--- config.mk ---
export PLATFORM = sky130hd
export DESIGN_NAME = bram_arbiter
export DESIGN_NICKNAME = d
export VERILOG_FILES = /design/src/rtl/bram_arbiter.sv
export SDC_FILE = /design/constraint.sdc
export NUM_CORES = 1
export LEC_CHECK = 0
export ABC_CLOCK_PERIOD_IN_PS = 4000
export BUFFER_PORTS_ARGS = -buffer_cell sky130_fd_sc_hd__clkbuf_2
export CORE_AREA = 3 3 106 108
export CTS_BUF_LIST = sky130_fd_sc_hd__clkbuf_4
export DETAILED_ROUTE_END_ITERATION = 16
export DIE_AREA = 0 0 109 111
export PLACE_DENSITY_LB_ADDON = 0.25
export RECOVER_POWER = 100
export SLEW_MARGIN = 0
export SYNTH_ARGS = -nofsm -noshare
export SYNTH_HDL_FRONTEND = slang
export SYNTH_SLANG_ARGS = --single-unit
--- constraint.sdc ---
create_clock -name clk -period 4 [get_ports clk]
set_clock_uncertainty 0.1 [all_clocks]
set_input_delay 0.2 -clock clk [delete_from_list [all_inputs] [get_ports clk]]
set_output_delay 0.2 -clock clk [all_outputs]
set_load 0.01 [all_outputs]
--- src/rtl/bram_arbiter.sv ---
// bram_arbiter: two-requester arbiter in front of a single-port bram.
// Requester 0 is the host loader and requester 1 is the compute engine.
// Each access takes three cycles (IDLE sample, ACCESS, RESP).
// Optional build macro BRAM_ARB_RR_EN selects round-robin arbitration.
// Without the macro, requester 0 has fixed priority and no pointer is built.
//
// state  | meaning
// -------+-----------------------------------------------------------
// IDLE   | waiting for a request; the winner's command is latched on exit
// ACCESS | gnt pulse; bram driven (suppressed when out of range)
// RESP   | done pulse; bram_dout forwarded on in-range reads

module bram_arbiter #(
    parameter int unsigned MEM_WORDS = 10001
) (
    input  logic        clk,
    input  logic        rst,
    input  logic [1:0]  req,
    input  logic [1:0]  we,
    input  logic [31:0] addr0,
    input  logic [31:0] addr1,
    input  logic [31:0] wdata0,
    input  logic [31:0] wdata1,
    output logic [1:0]  gnt,
    output logic [1:0]  done,
    output logic [31:0] rdata,
    output logic        err,
    output logic        bram_en,
    output logic [3:0]  bram_wen,
    output logic [31:0] bram_addr,
    output logic [31:0] bram_din,
    input  logic [31:0] bram_dout
);

    typedef enum logic [1:0] {
        IDLE   = 2'd0,
        ACCESS = 2'd1,
        RESP   = 2'd2
    } state_t;

    state_t      state;
    state_t      state_next;

    logic        win;        // requester chosen this cycle (valid when req != 0)
    logic [31:0] sel_addr;
    logic        sel_oor;

    logic        win_q;
    logic        lat_we;
    logic        lat_oor;
    logic [31:0] lat_addr;
    logic [31:0] lat_wdata;

    logic        accept;

    assign accept = (state == IDLE) && (req != 2'b00);

`ifdef BRAM_ARB_RR_EN
    logic rr_last;           // requester granted most recently

    // Round-robin pointer: remembers the last winner, updated on every grant.
    always_ff @(posedge clk) begin
        if (!rst) begin
            rr_last <= 1'b1;
        end else if (accept) begin
            rr_last <= win;
        end
    end

    // Round-robin pick: on contention the requester not granted last wins.
    always_comb begin
        if (req == 2'b11) begin
            win = ~rr_last;
        end else begin
            win = ~req[0];
        end
    end
`else
    // Fixed-priority pick: requester 0 wins whenever it is requesting.
    always_comb begin
        win = ~req[0];
    end
`endif

    assign sel_addr = win ? addr1 : addr0;

    // Word index is the byte address divided by four; anything past the
    // last word is refused at the bram but still handshaken with an error.
    assign sel_oor = ({2'b00, sel_addr[31:2]} >= MEM_WORDS);

    // State register.
    always_ff @(posedge clk) begin
        if (!rst) begin
            state <= IDLE;
        end else begin
            state <= state_next;
        end
    end

    // Next-state logic: fixed three-cycle access once a request is seen.
    always_comb begin
        state_next = state;
        case (state)
            IDLE:    if (req != 2'b00) state_next = ACCESS;
            ACCESS:  state_next = RESP;
            RESP:    state_next = IDLE;
            default: state_next = IDLE;
        endcase
    end

    // Command latch: capture the winner's command as the access is accepted.
    always_ff @(posedge clk) begin
        if (!rst) begin
            win_q     <= 1'b0;
            lat_we    <= 1'b0;
            lat_oor   <= 1'b0;
            lat_addr  <= 32'd0;
            lat_wdata <= 32'd0;
        end else if (accept) begin
            win_q     <= win;
            lat_we    <= win ? we[1] : we[0];
            lat_oor   <= sel_oor;
            lat_addr  <= sel_addr;
            lat_wdata <= win ? wdata1 : wdata0;
        end
    end

    // Outputs decoded from state and the latched command; zero elsewhere.
    always_comb begin
        gnt       = 2'b00;
        done      = 2'b00;
        rdata     = 32'd0;
        err       = 1'b0;
        bram_en   = 1'b0;
        bram_wen  = 4'b0000;
        bram_addr = 32'd0;
        bram_din  = 32'd0;
        case (state)
            ACCESS: begin
                gnt       = win_q ? 2'b10 : 2'b01;
                bram_en   = ~lat_oor;
                bram_wen  = (lat_we && !lat_oor) ? 4'b1111 : 4'b0000;
                bram_addr = lat_addr;
                bram_din  = lat_wdata;
            end
            RESP: begin
                done  = win_q ? 2'b10 : 2'b01;
                err   = lat_oor;
                rdata = (lat_we || lat_oor) ? 32'd0 : bram_dout;
            end
            default: ;
        endcase
    end

endmodule
==> flow_summary_export.csv <==
group,metric,value,unit
status,outcome,"finished, violations left",
status,violations,"capacitance limit, slew limit",
layout,multi_input_area,0.00244,mm2
route,totalWireLength,12100,um
synthesis,synth_edf_count,0,
synthesis,synth.cell_area,0.00405,mm2
synthesis,synthesis.instances,458,
global_routing,grt_max_degree,99,
route,initialDrtViolationCount,168,
floorplan,die_h,111,um
clock_network,cts_resized,0,
route,routedWlPerCell,14.4,um
floorplan,die_area,0.0121,mm2
route,met1_length,4450,um
floorplan,placementRows,37,
clock_network,cts_max_level,3,
sta,setup-tns-final,0,ns
synthesis,synth-main-ff-cell,"dfxtp_1",
setup_path,cp_max_fo,32,
clock_network,clock_latency,0.40,ns
place,dp.cells,825,
sta,slew_viol_final,99,
global_routing,grt_overflow,0,
setup_path,crit_path_end_kind,"primary output",
setup_path,cp_top_family,"simple AND/OR/NAND/NOR gates",
layout,final_cell_mix,"237 x clkbuf_2, 72 x and2_0, 69 x dfxtp_1",
route,routed.top_layer,"met5",
floorplan,core,0.0103,mm2
route,wl_met2,6430,um
place,port_buffers,271,
layout,layout_commonest_cell,"clkbuf_2",
sta,rsz0062_at_grt,"false",
layout,design_area,0.00552,mm2
route,vias,4242,
floorplan,ioPinCount,272,
synthesis,ys_seq_elements,69,
sta,fin_crit_sh,66.8,%
setup_path,cp-start-kind,"register",
global_routing,antenna_found_initial,1,
min_path,hold_path_class,"input pin to register",
global_routing,grt_pass1_vias,4068,
route,routed_via_density,5.04,
clock_network,postCtsHoldBufs,0,
setup_path,cp_slowest_cell,"nor3_2",
clock_network,cts.path.max_buffers,2,
synthesis,yosysUniqueCellTypes,28,
layout,regArea,0.00138,mm2
synthesis,seq_area_frac_synth,34.1,%
clock_network,cts_made_buffers,9,
sta,final-hold-violation-count,0,
pwr,p_per_area,327,mW/mm2
clock_network,cts-root-buf,"clkbuf_4",
pwr,peakVddDrop,0.243,mV
synthesis,syn-mean-instance-area,8.83,um2
setup_path,cp.arrival,2.37,ns
floorplan,die_width,109,um
sta,period_needed,2.67,ns
clock_network,cts_setup_buffers,0,
clock_network,cts_tree,"done",
setup_path,worst-r2r-setup-slack,1.45,ns
sta,clock.fmax,374,MHz
global_routing,grt_pass1_wl,18700,um
synthesis,ys_async_sr_fraction,0,%
layout,fillers,1043,
route,ant_nets,0,
clock_network,clk_pin_slew_worst_paths,0.12,ns
run,max_cap_violations,1,
place,gp_congestion,0.764,
global_routing,grt_usage,19.0,%
layout,area_growth,36.6,%
route,wl_met3,908,um
layout,stdcell_count,841,
place,hpwl,9420,um
clock_network,cts.sinks,69,
place,postPlaceCellArea,0.00540,mm2
setup_path,worst-path-buf-inv,1,
setup_path,path_cells,"nand2b_1, nor3_2, and2_1, clkbuf_1",
setup_path,cpPeakStageDelay,0.96,ns
layout,nets,866,
sta,slew_headroom,-15.3,%
route,drcViolationCount,0,
sta,setup_viol,0,
pwr,p_leak,3.29,nW
setup_path,critPathKind,"register to primary output",
layout,layout-drive-gt1-share,36.5,%
sta,holdWs,0.0410,ns
layout,diodes,0,
floorplan,start_util,39.2,%
synthesis,synth_fp_nets,624,
route,drt_first_pass_iters,4,
setup_path,crit_required,3.70,ns
sta,tightest_slew,1.73,ns
synthesis,yosys_warnings,0,
state kept, by name, summed over array words and instances (netlist names):
name	count
win_q	1
lat_wdata	32
lat_addr	32
lat_oor	1
lat_we	1
state	2
cells in the mapped netlist, types with 2 or more instances:
library cell	number	area, um2
dfxtp_1	69	1380
nor4_1	8	50.1
buf_2	12	60.1
mux2i_1	64	641
o211a_1	66	661
nor2b_1	2	12.5
nand2_1	66	248
a211oi_1	2	15.0
and2_1	98	613
clkbuf_1	22	82.6
o21ai_0	4	20.0
nor2_1	11	41.3
buf_4	9	67.6
nor3_1	5	25.0
nand2b_1	3	18.8
inv_1	2	7.51
a21oi_1	4	20.0
metrics by stage:
step	util, %	total power, W	setup slack, ns
6_report	53.5	0.00181	1.33
5_1_grt	53.5	0.00192	1.06
4_1_cts	54.1	0.00184	1.23
3_5_place_dp	52.3	0.00126	1.73
3_3_place_gp	52.3	0.00125	1.80
2_1_floorplan	-	0.00109	2.48
cell families (layout without fill, tap and decap cells):
family	after synthesis	in the layout	share of synthesized area, %
multiplexers	64	64	15.8
flip-flops	69	69	34.1
AO/OA/AOI/OAI	78	78	18.1
AND/OR/NAND/NOR	201	201	26.5
buffers and inverters	46	293	5.47
report_power, final:
group	leakage [nW]	internal, W	switching, W
combinational	2.62	0.000207	0.000226
sequential	0.574	0.000766	0.0000392
clock	0.0985	0.000328	0.000240
worst paths after layout:
path                              startpoint             to  depth (start not counted)
worst min-delay path              wdata1[15]  lat_wdata[15]                          4
worst min register to register  lat_wdata[4]   lat_wdata[4]                          1
worst max register to register      state[1]  lat_wdata[19]                          4
worst max-delay path                state[1]       rdata[5]                          4
area by class of cell:
type / instances / area share, %
clock buffers: 11 / 1.49
clock inverters: 5 / 1.79
inverters: 2 / 0.136
multi-input cells: 343 / 44.2
flip-flops and latches: 69 / 25.0
well taps: 136 / 3.08
repair buffers: 275 / 24.3
worst min-delay path: cells and delay by family:
family          cells  cell delay (ns)
buf+inv             1             0.08
compound gates      1             0.13
mux                 1             0.05
simple gates        1             0.06
metal layers:
metal | global-route usage, % | up-vias
li1 | - | 2075
met4 | 7.58 | 2
met3 | 3.49 | 24
met2 | 36.0 | 169
met1 | 20.1 | 1972
met5 | 0 | -
Power figures use the tool's default switching activity.
